**src/rtl/sum_bcd_converter.sv**
```systemverilog
// Binary-to-packed-BCD converter (iterative double-dabble, one bit per cycle) with
// valid/ready handshakes on both sides. Optional 7-segment output behind SEVEN_SEG_EN.
module sum_bcd_converter #(
    parameter int unsigned WIDTH  = 8,
    parameter int unsigned DIGITS = 3
) (
    input  logic                  clk,
    input  logic                  rst,
    input  logic [WIDTH-1:0]      bin,
    input  logic                  in_valid,
    output logic                  in_ready,
    output logic [4*DIGITS-1:0]   bcd,
    output logic                  out_valid,
    input  logic                  out_ready,
`ifdef SEVEN_SEG_EN
    output logic [7*DIGITS-1:0]   seg,
`endif
    output logic                  busy
);

    localparam int unsigned CW = (WIDTH > 1) ? $clog2(WIDTH) : 1;
    localparam int unsigned BW = 4 * DIGITS;

    typedef enum logic [1:0] {StIdle, StShift, StDone} state_e;

    state_e         state_q;
    logic [CW-1:0]  count_q;
    logic [WIDTH-1:0] bin_q;
    logic [BW-1:0]  dig_q;

    logic [BW-1:0]    dig_adj;
    logic [BW-1:0]    dig_next;
    logic [WIDTH-1:0] bin_next;

    // Add-3 correction first, then shift the combined {digits, binary} register left.
    always_comb begin
        dig_adj = dig_q;
        for (int i = 0; i < int'(DIGITS); i++) begin
            if (dig_q[4*i +: 4] >= 4'd5) begin
                dig_adj[4*i +: 4] = dig_q[4*i +: 4] + 4'd3;
            end
        end
        {dig_next, bin_next} = {dig_adj, bin_q} << 1;
    end

`ifdef SEVEN_SEG_EN
    localparam logic [7*DIGITS-1:0] SegRst = (7*DIGITS)'(7'h3F);

    logic [7*DIGITS-1:0] seg_next;
    logic                leading;

    function automatic logic [6:0] seg_decode(input logic [3:0] d);
        case (d)
            4'd0:    seg_decode = 7'h3F;
            4'd1:    seg_decode = 7'h06;
            4'd2:    seg_decode = 7'h5B;
            4'd3:    seg_decode = 7'h4F;
            4'd4:    seg_decode = 7'h66;
            4'd5:    seg_decode = 7'h6D;
            4'd6:    seg_decode = 7'h7D;
            4'd7:    seg_decode = 7'h07;
            4'd8:    seg_decode = 7'h7F;
            4'd9:    seg_decode = 7'h6F;
            default: seg_decode = 7'h00;
        endcase
    endfunction

    // Blank zero digits above the most significant nonzero one; ones is always shown.
    always_comb begin
        seg_next = '0;
        leading  = 1'b1;
        for (int i = int'(DIGITS) - 1; i >= 0; i--) begin
            if (dig_next[4*i +: 4] != 4'd0 || i == 0) begin
                leading = 1'b0;
            end
            seg_next[7*i +: 7] = leading ? 7'h00 : seg_decode(dig_next[4*i +: 4]);
        end
    end
`endif

    always_ff @(posedge clk or posedge rst) begin
        if (rst) begin
            state_q   <= StIdle;
            count_q   <= '0;
            bin_q     <= '0;
            dig_q     <= '0;
            bcd       <= '0;
            in_ready  <= 1'b1;
            out_valid <= 1'b0;
            busy      <= 1'b0;
`ifdef SEVEN_SEG_EN
            seg       <= SegRst;
`endif
        end else begin
            unique case (state_q)
                StIdle: begin
                    if (in_valid && in_ready) begin
                        bin_q    <= bin;
                        dig_q    <= '0;
                        count_q  <= '0;
                        in_ready <= 1'b0;
                        busy     <= 1'b1;
                        state_q  <= StShift;
                    end
                end
                StShift: begin
                    bin_q   <= bin_next;
                    dig_q   <= dig_next;
                    count_q <= count_q + 1'b1;
                    if (count_q == CW'(WIDTH - 1)) begin
                        bcd       <= dig_next;
                        out_valid <= 1'b1;
                        state_q   <= StDone;
`ifdef SEVEN_SEG_EN
                        seg       <= seg_next;
`endif
                    end
                end
                StDone: begin
                    if (out_ready) begin
                        out_valid <= 1'b0;
                        in_ready  <= 1'b1;
                        busy      <= 1'b0;
                        state_q   <= StIdle;
                    end
                end
                default: state_q <= StIdle;
            endcase
        end
    end

endmodule
```
**config.mk**
```make
export PLATFORM = sky130hd
export DESIGN_NAME = sum_bcd_converter
export DESIGN_NICKNAME = d
export VERILOG_FILES = /design/src/rtl/sum_bcd_converter.sv
export SDC_FILE = /design/constraint.sdc
export NUM_CORES = 1
export LEC_CHECK = 0
export BUFFER_PORTS_ARGS = -buffer_cell sky130_fd_sc_hd__buf_4
export CORE_MARGIN = 2
export CORE_UTILIZATION = 60
export DETAILED_ROUTE_END_ITERATION = 12
export PLACE_DENSITY = 0.93
export SLEW_MARGIN = 25
export SYNTH_ARGS = -nofsm -noshare
export SYNTH_HDL_FRONTEND = slang
export SYNTH_SLANG_ARGS = --single-unit
```
**constraint.sdc**
```tcl
create_clock -name clk -period 3.3 [get_ports clk]
set_input_delay 0.165 -clock clk [delete_from_list [all_inputs] [get_ports clk]]
set_output_delay 0.165 -clock clk [all_outputs]
set_load 0.02 [all_outputs]
```
==> flow_summary_export.csv, run 1 <==
group,metric,value,unit
status,status,"finished clean",
cts,cts_tree,"yes",
global_route,grt_max_degree,28,
sta,grt_setup_unrepaired,"false",
worst_setup_path,start_kind,"flip-flop",
cells_and_area,drive_above_1_share,19.1,%
yosys,ys_seq_area_share,53.2,%
hold_path,min_path_type,"input pin to flip-flop",
cts,cts_setup_buffers,0,
floorplan,core-area,3030,µm²
route,drtIter0Drc,47,
yosys,syn_inst,190,
route,viasPerCell,5.38,
cts,htree_levels,2,
floorplan,die_h,60.0,µm
route,drcViolationCount,0,
floorplan,io_pins,27,
pwr,total_power,0.773,mW
route,wl_per_cell,12.9,µm
pwr,ir_drop,0.276,mV
sta,fin_tns_setup,0,ns
yosys,ys.flop_type,"dfrtp_1",
yosys,synth_cell_type_count,28,
sta,tightest_slew,0.656,ns
yosys,synth_edf_count,0,
worst_setup_path,slowest_stage,"and2b_1",
floorplan,fp.dieW,60.0,µm
cells_and_area,area_growth,15.5,%
floorplan,placementRows,20,
yosys,synth_area_per_cell,9.92,µm²
yosys,synth.most_common_cell,"dfrtp_1",
worst_setup_path,crit_path_end_kind,"flip-flop",
sta,hold_viol_final,0,
sta,fin_crit,2.08,ns
yosys,syn_nets,210,
place,gp_congestion,0.819,
route,wirelength,3.42,mm
cts,numClockSinks,40,
sta,setup_viol,0,
floorplan,initial_utilization,62.2,%
yosys,ys_async_sr_fraction,100,%
place,io_buffers,26,
worst_setup_path,crit_path_max_incr_delay,0.60,ns
floorplan,die_area,3600,µm²
pwr,p_leak,0.994,nW
cts,cts_buffers,5,
cts,post_cts_resized,0,
yosys,syn-cell-area,1880,µm²
cts,clk_path_buf_depth,2,
yosys,yosysWarnings,0,
sta,slew_headroom,56.3,%
global_route,grt_pass1_vias,1402,
worst_setup_path,worst-endpoint-required,3.54,ns
yosys,synth_top_area_share,51.8,%
sta,clock.fmax,481,MHz
place,dp_hpwl,2.41,mm
sta,whs,0.0438,ns
global_route,grt_usage,23.5,%
global_route,grt_first_pass_wirelength,5.95,mm
worst_setup_path,reg2reg_slack,1.22,ns
route,dr.pass1.iters,4,
sta,report.final.slew_viol_count,0,
route,vias,1419,
yosys,ys_ff_latch,40,
flow_run,drv_cap,0,
global_route,antenna_found_initial,0,
worst_setup_path,cp_cell_sequence,"and2b_1 -> nand2_2 -> mux2_1",
sta,post-route-period-util,63.0,%
sta,finClkSkew,0.00672,ns
pwr,power_density,355,nW/µm²
worst_setup_path,crit_type,"flip-flop to flip-flop",
cts,root_buffer,"clkbuf_4",
cts,clock_latency,0.35,ns
yosys,netlist_top_cells_count,"39 x dfrtp_1, 37 x nand2_1, 23 x o21ai_0",
yosys,synth_area_leaders,"dfrtp_1 52%, nand2_1 7.4%, o21ai_0 6.1%, ha_1 5.3%, mux2i_1 3.7%",
worst_setup_path,crit_fanout,24,
yosys,synth_top_area_cell,"dfrtp_1",
worst_setup_path,reg2reg_depth,3,
cells_and_area,antenna_cells_inserted,0,
route,drtAntennaViolNets,0,
global_route,grt_overflow_total,0,
cts,ctsHoldBuffers,1,
worst_setup_path,crit_arrival,2.32,ns
cells_and_area,final_nets,239,
hold_path,hold_depth,2,
cts,path_clk_slew,0.11,ns
-- where the power goes --
group	switching (mW)	internal, mW	leakage [nW]
logic	0.0123	0.0111	0.522
registers	0	0.490	0.440
clock network	0.154	0.105	0.0326
-- worst paths after layout --
path | from | endpoint
max reg2reg | state_q[0]$_DFFE_PP0P_ | bcd[0]$_DFFE_PP0P_
min | bin[0] | bin_q[0]$_DFFE_PP0P_
max | state_q[0]$_DFFE_PP0P_ | bcd[0]$_DFFE_PP0P_
max in group asynchronous | rst | bcd[0]$_DFFE_PP0P_
min in group asynchronous | rst | dig_q[3]$_DFFE_PP0P_
min reg2reg | bin_q[4]$_DFFE_PP0P_ | bin_q[5]$_DFFE_PP0P_
-- through the flow --
stage	setup slack, ns	cells	area, µm²	util, %
floorplan	1.77	190	1880	-
global placement	1.32	254	2100	69.3
detailed placement	1.23	254	2100	69.3
CTS	1.23	263	2170	71.5
global route	1.03	264	2180	71.9
finish	1.22	264	2180	71.9
-- worst max-delay path, delay by kind of cell (launching register included) --
kind / cells / cell delay (ns)
muxes: 1 / 0.41
and+or+nand+nor: 2 / 1.02
DFF: 1 / 0.53
-- sequential cells by signal (all words and copies together) (netlist names) --
| signal | flops |
|---|---|
| bcd | 12 |
| dig_q | 12 |
| bin_q | 8 |
| count_q | 3 |
| state_q | 2 |
| busy | 1 |
| in_ready | 1 |
| out_valid | 1 |
-- final cells by class --
type	instances	area, µm²
multi-input combinational	133	800
fill	226	852
inverter	10	37.5
tap	44	55.1
clock buffer	8	58.8
timing repair buffer	29	223
sequential	40	1000
-- kinds of logic (layout without fill, tap and decap cells) --
logic type / after synthesis / in the layout / share of synthesized area [%]
muxes: 12 / 12 / 6.71
DFF: 40 / 40 / 53.2
adders and majority gates: 8 / 8 / 5.31
xor gates and xnor gates: 3 / 3 / 1.39
buffers and inverters: 17 / 47 / 4.38
and+or+nand+nor: 58 / 58 / 14.6
AOI/OAI and AO/OA: 52 / 52 / 14.4
-- layer usage --
layer,track usage (%),wire [µm]
met5,0,0
met4,16.5,117
met3,8.23,150
met2,35.6,1590
met1,27.8,1560
-- cells in the final DEF (no fill, tap or decap) --
cell / Yosys / routed
o21ai_0: 23 / 23
inv_1: 9 / 8
xnor2_1: 3 / 3
clkbuf_4: 0 / 5
nor3_1: 3 / 3
a21oi_1: 11 / 11
nor2_1: 2 / 2
inv_2: 1 / 2
ha_1: 8 / 8
nand2_2: 1 / 1
mux2_1: 1 / 1
nor3b_1: 5 / 5
dlygate4sd3_1: 0 / 2
a21o_1: 1 / 1
and2b_1: 1 / 1
a22o_1: 1 / 1
o31ai_1: 2 / 2
o21ai_1: 14 / 14
dfstp_2: 1 / 1
dfrtp_1: 39 / 39
buf_4: 2 / 27
clkbuf_1: 1 / 2
nand2_1: 37 / 37
nand3_1: 3 / 3
clkbuf_8: 0 / 1
nor3_4: 1 / 1
mux2_2: 4 / 4
mux2i_1: 7 / 7
nand2b_1: 5 / 5
No activity file was read; power rests on OpenSTA's default activity.
==> run 2, diff against run 1 <==
--- a/config.mk
+++ b/config.mk
@@ -7,9 +7,9 @@
 export LEC_CHECK = 0
 export BUFFER_PORTS_ARGS = -buffer_cell sky130_fd_sc_hd__buf_4
 export CORE_MARGIN = 2
-export CORE_UTILIZATION = 60
+export CORE_UTILIZATION = 50
 export DETAILED_ROUTE_END_ITERATION = 12
-export PLACE_DENSITY = 0.93
+export PLACE_DENSITY = 0.84
 export SLEW_MARGIN = 25
 export SYNTH_ARGS = -nofsm -noshare
 export SYNTH_HDL_FRONTEND = slang
==> constraint.sdc (replaced) <==
create_clock -name clk -period 1.7 [get_ports clk]
set_input_delay 0.085 -clock clk [delete_from_list [all_inputs] [get_ports clk]]
set_output_delay 0.085 -clock clk [all_outputs]
set_load 0.02 [all_outputs]
==> flow_summary_export.csv, run 2 (synthesized netlist as in run 1, its figures left out) <==
group,metric,value,unit
hold_path,worstHoldStart,"bin[0]",
cts,numClockSinks,40,
sta,hold_viol_final,0,
sta,post-route-period-util,92.9,%
cells_and_area,final_nets,245,
sta,setup_viol,0,
worst_setup_path,crit_path_max_incr_delay,0.40,ns
pwr,ir_drop,0.466,mV
worst_setup_path,start_kind,"flip-flop",
cells_and_area,drive_above_1_share,24.3,%
floorplan,die_h,65.4,µm
worst_setup_path,reg2reg_slack,0.12,ns
hold_path,holdPathEnd,"bin_q[0]$_DFFE_PP0P_",
floorplan,core-area,3630,µm²
worst_setup_path,crit_path_end_kind,"flip-flop",
sta,slew_headroom,67.2,%
cells_and_area,final_cell_mix,"39 x dfrtp_1, 37 x nand2_1, 33 x buf_4, 23 x o21ai_0, 14 x o21ai_1",
worst_setup_path,cp_cell_sequence,"inv_1 -> ha_2 -> nand2b_1 -> a21oi_2 -> mux2_2 -> o21ai_0",
floorplan,io_pins,27,
route,drcViolationCount,0,
global_route,grt_usage,18.5,%
sta,report.final.slew_viol_count,0,
cts,cts_buffers,5,
place,io_buffers,26,
cts,path_clk_slew,0.07,ns
pwr,p_leak,1.04,nW
pwr,internal_power,1.30,mW
pwr,p_sw,0.335,mW
floorplan,die_area,4280,µm²
hold_path,hold_depth,2,
cells_and_area,layout_commonest_cell,"dfrtp_1",
worst_setup_path,reg2reg_depth,6,
sta,finClkSkew,0.00495,ns
cts,root_buffer,"clkbuf_8",
cts,cts_tree,"yes",
place,dp_hpwl,2.43,mm
worst_setup_path,slowest_stage,"dfrtp_1",
worst_setup_path,crit_arrival,1.78,ns
pwr,power_frac_comb,2.8,%
pwr,total_power,1.63,mW
route,wirelength,3.51,mm
pwr,power_density,713,nW/µm²
sta,clock.fmax,633,MHz
floorplan,placementRows,22,
global_route,grt_first_pass_wirelength,6.06,mm
floorplan,initial_utilization,51.9,%
sta,fin_crit,1.58,ns
worst_setup_path,rr_startpoint,"dig_q[0]$_DFFE_PP0P_",
floorplan,fp.dieW,65.4,µm
cells_and_area,fin_cells,274,
global_route,grt_max_degree,41,
status,status,"finished clean",
route,wl_per_cell,12.8,µm
sta,tightest_slew,0.492,ns
route,vias,1426,
cells_and_area,area_growth,21.3,%
global_route,antenna_found_initial,0,
cts,clock_latency,0.29,ns
place,gp_congestion,0.813,
worst_setup_path,crit_type,"flip-flop to flip-flop",
pwr,sw_frac_of_total,20.5,%
pwr,power_frac_seq,58.3,%
cells_and_area,antenna_cells_inserted,0,
global_route,grt_pass1_vias,1396,
cts,clk_path_buf_depth,2,
worst_setup_path,worst-endpoint-required,1.90,ns
flow_run,drv_cap,0,
cts,htree_levels,2,
place,preCtsSetupSlack,0.0508,ns
cells_and_area,reg.largest.list,"bcd x12, dig_q x12, bin_q x8",
global_route,grt_overflow_total,0,
place,place_inst,263,
route,viasPerCell,5.20,
pwr,clkPwrFrac,38.9,%
worst_setup_path,crit_fanout,5,
sta,setup_slack,0.121,ns
route,dr.pass1.iters,4,
route,drtIter0Drc,79,
worst_setup_path,r2r_end,"dig_q[2]$_DFFE_PP0P_",
hold_path,min_path_type,"input pin to flip-flop",
route,drtAntennaViolNets,0,
-- run 2: repair_timing --
action                                 in CTS  in global routing
setup endpoints to repair                   0                  7
buffers inserted                            0                  1
gates resized for setup                     0                  7
hold buffers                                2                  0
endpoints found under the hold margin      40                  0
-- run 2: how the worst max path moves through the flow --
stage,slack [ns],to,depth (start not counted),start
after floorplan,0.17,dig_q[2]$_DFFE_PP0P_,6,dig_q[0]$_DFFE_PP0P_
after global routing,-0.02,dig_q[2]$_DFFE_PP0P_,6,dig_q[0]$_DFFE_PP0P_
after detailed placement,0.05,dig_q[6]$_DFFE_PP0P_,6,dig_q[5]$_DFFE_PP0P_
after CTS,0.03,dig_q[6]$_DFFE_PP0P_,6,dig_q[5]$_DFFE_PP0P_
final,0.12,dig_q[2]$_DFFE_PP0P_,6,dig_q[0]$_DFFE_PP0P_
after global placement,0.11,dig_q[2]$_DFFE_PP0P_,6,dig_q[0]$_DFFE_PP0P_
-- run 2: worst max-delay path: cells and delay by family (launching register included) --
| kind | cells | cell delay (ns) |
|---|---|---|
| AND/OR/NAND/NOR | 1 | 0.10 |
| buffers and inverters | 1 | 0.12 |
| AO/OA/AOI/OAI | 2 | 0.28 |
| adder cells (fa/ha/maj) | 1 | 0.24 |
| flip-flops | 1 | 0.40 |
| multiplexers | 1 | 0.36 |
-- run 2: layout make-up --
class                      instances  area [µm²]
sequential                        40        1000
clock buffer                       6        82.6
tap                               48        60.1
fill                             308        1350
multi-input combinational        133         826
inverter                          10        37.5
clock inverter                     2        10.0
timing repair buffer              35         268
-- run 2: power groups by stage --
stage	registers, mW	logic (mW)	clock network (mW)
floorplan	0.970	0.0154	0
global placement	0.969	0.0420	0
detailed placement	0.969	0.0428	0
CTS	0.951	0.0465	0.655
global route	0.951	0.0508	0.718
finish	0.951	0.0450	0.635
-- run 2: per-layer routing --
layer	vias up	wire length (µm)	global-route usage [%]
met1	686	1640	23.6
met3	2	159	6.16
met2	25	1690	30.1
li1	713	-	-
met4	0	14	5.21
met5	-	0	0
-- run 2: per-stage QoR --
step           hold slack (ns)  instance area, µm²  utilization (%)  TNS, ns
4_1_cts                 0.0123                2250             62.0        0
2_1_floorplan            0.171                1880                -        0
6_report                0.0214                2290             62.9        0
3_5_place_dp             0.249                2140             58.9        0
3_3_place_gp             0.240                2140             58.9        0
5_1_grt                 0.0180                2290             62.9  -0.0255
==> run 3, diff against run 2 <==
--- a/config.mk
+++ b/config.mk
@@ -9,6 +9,7 @@
 export CORE_MARGIN = 2
 export CORE_UTILIZATION = 50
 export DETAILED_ROUTE_END_ITERATION = 12
+export MAX_ROUTING_LAYER = met4
 export PLACE_DENSITY = 0.84
 export SLEW_MARGIN = 25
 export SYNTH_ARGS = -nofsm -noshare
==> flow_summary_export.csv, run 3 (synthesized netlist as in run 1, its figures left out) <==
group,metric,value,unit
cells_and_area,area_growth,21.3,%
worst_setup_path,rr_startpoint,"dig_q[0]$_DFFE_PP0P_",
cells_and_area,final_cell_mix,"39 x dfrtp_1, 37 x nand2_1, 33 x buf_4, 23 x o21ai_0, 14 x o21ai_1",
global_route,grt_max_degree,41,
floorplan,initial_utilization,51.9,%
cells_and_area,utilization,62.9,%
global_route,grt_first_pass_wirelength,6.06,mm
cts,cts_tree,"yes",
cells_and_area,fillers,308,
floorplan,core-area,3630,µm²
worst_setup_path,r2r_end,"dig_q[2]$_DFFE_PP0P_",
floorplan,fp.dieW,65.4,µm
hold_path,min_path_type,"input pin to flip-flop",
worst_setup_path,worst-endpoint-required,1.91,ns
sta,fin_crit,1.58,ns
sta,setup_viol,0,
cells_and_area,seqCellArea,1000,µm²
route,dr.pass1.iters,4,
global_route,antenna_found_initial,0,
cts,htree_levels,2,
global_route,grt_usage,19.0,%
place,preCtsSetupSlack,0.0508,ns
route,drtAntennaViolNets,0,
cts,clock_latency,0.29,ns
cells_and_area,multi_input_area,826,µm²
cells_and_area,drive_above_1_share,24.3,%
place,placed_area,2140,µm²
worst_setup_path,start_kind,"flip-flop",
floorplan,io_pins,27,
worst_setup_path,reg2reg_slack,0.12,ns
sta,slew_headroom,67.2,%
cells_and_area,fin_cells,274,
sta,clock.fmax,633,MHz
worst_setup_path,timing.critical_path.to,"dig_q[2]$_DFFE_PP0P_",
cells_and_area,reg.largest.list,"bcd x12, dig_q x12, bin_q x8",
place,dp_hpwl,2.43,mm
route,wl_per_cell,12.8,µm
flow_run,drv_cap,0,
floorplan,placementRows,22,
sta,tightest_slew,0.491,ns
floorplan,die_h,65.4,µm
sta,fin_tns_setup,0,ns
sta,post-route-period-util,93.0,%
worst_setup_path,critPathLaunch,"dig_q[0]$_DFFE_PP0P_",
place,gp_congestion,0.825,
place,io_buffers,26,
worst_setup_path,reg2reg_depth,6,
sta,finClkSkew,0.00365,ns
cts,clk_path_buf_depth,2,
status,status,"finished clean",
floorplan,die_area,4280,µm²
cts,path_clk_slew,0.07,ns
cells_and_area,final_nets,245,
sta,report.final.slew_viol_count,0,
route,viasPerCell,5.22,
sta,hold_viol_final,0,
cts,numClockSinks,40,
worst_setup_path,crit_arrival,1.79,ns
cts,cts_buffers,5,
cells_and_area,antenna_cells_inserted,0,
pwr,ir_drop,0.471,mV
global_route,grt_overflow_total,0,
pwr,total_power,1.63,mW
cells_and_area,layout_commonest_cell,"dfrtp_1",
sta,setup_slack,0.119,ns
worst_setup_path,crit_path_end_kind,"flip-flop",
cells_and_area,stdcell_area,2290,µm²
pwr,p_leak,1.04,nW
worst_setup_path,crit_type,"flip-flop to flip-flop",
route,vias,1430,
route,drtIter0Drc,90,
cts,root_buffer,"clkbuf_8",
global_route,grt_pass1_vias,1398,
worst_setup_path,crit_fanout,5,
place,place_inst,263,
route,drcViolationCount,0,
pwr,power_density,715,nW/µm²
sta,whs,0.0178,ns
route,wirelength,3.50,mm
-- run 3: report_power, final --
part | leakage, nW | switching [mW] | internal [mW]
Clock | 0.0510 | 0.315 | 0.324
Combinational | 0.544 | 0.0236 | 0.0214
Sequential | 0.440 | 0 | 0.951
-- run 3: repair_timing --
item / CTS / global route
setup buffers: 0 / 1
resized for setup: 0 / 7
hold endpoints to repair: 40 / 0
hold buffers: 2 / 0
setup endpoints to repair: 0 / 7
-- run 3: routing by layer --
layer / wire length (µm) / vias to the layer above / track usage [%]
li1: - / 713 / -
met1: 1640 / 686 / 23.7
met2: 1670 / 26 / 30.1
met3: 158 / 5 / 6.16
met4: 34 / 0 / 5.21
met5: 0 / - / -
-- run 3: layout make-up --
class / count / share of cell area, %
Sequential cell: 40 / 43.8
Multi-Input combinational cell: 133 / 36.1
Timing Repair Buffer: 35 / 11.7
Clock buffer: 6 / 3.61
Tap cell: 48 / 2.63
Inverter: 10 / 1.64
Clock inverter: 2 / 0.438
-- run 3: worst min path at each step --
stage / startpoint / endpoint / depth (start not counted)
floorplan: out_ready / state_q[1]$_DFFE_PP0P_ / 1
global placement: rst / bcd[5]$_DFFE_PP0P_ / 3
detailed placement: rst / bcd[8]$_DFFE_PP0P_ / 3
CTS: bin[0] / bin_q[0]$_DFFE_PP0P_ / 2
global route: bin[0] / bin_q[0]$_DFFE_PP0P_ / 2
finish: bin[0] / bin_q[0]$_DFFE_PP0P_ / 2
-- run 3: worst max-delay path, cell delays in order, from the launching register on --
cell and delay (ns):
dfrtp_1 0.40, inv_1 0.12, ha_2 0.24, nand2b_1 0.10, a21oi_2 0.15, mux2_2 0.36
o21ai_0 0.13
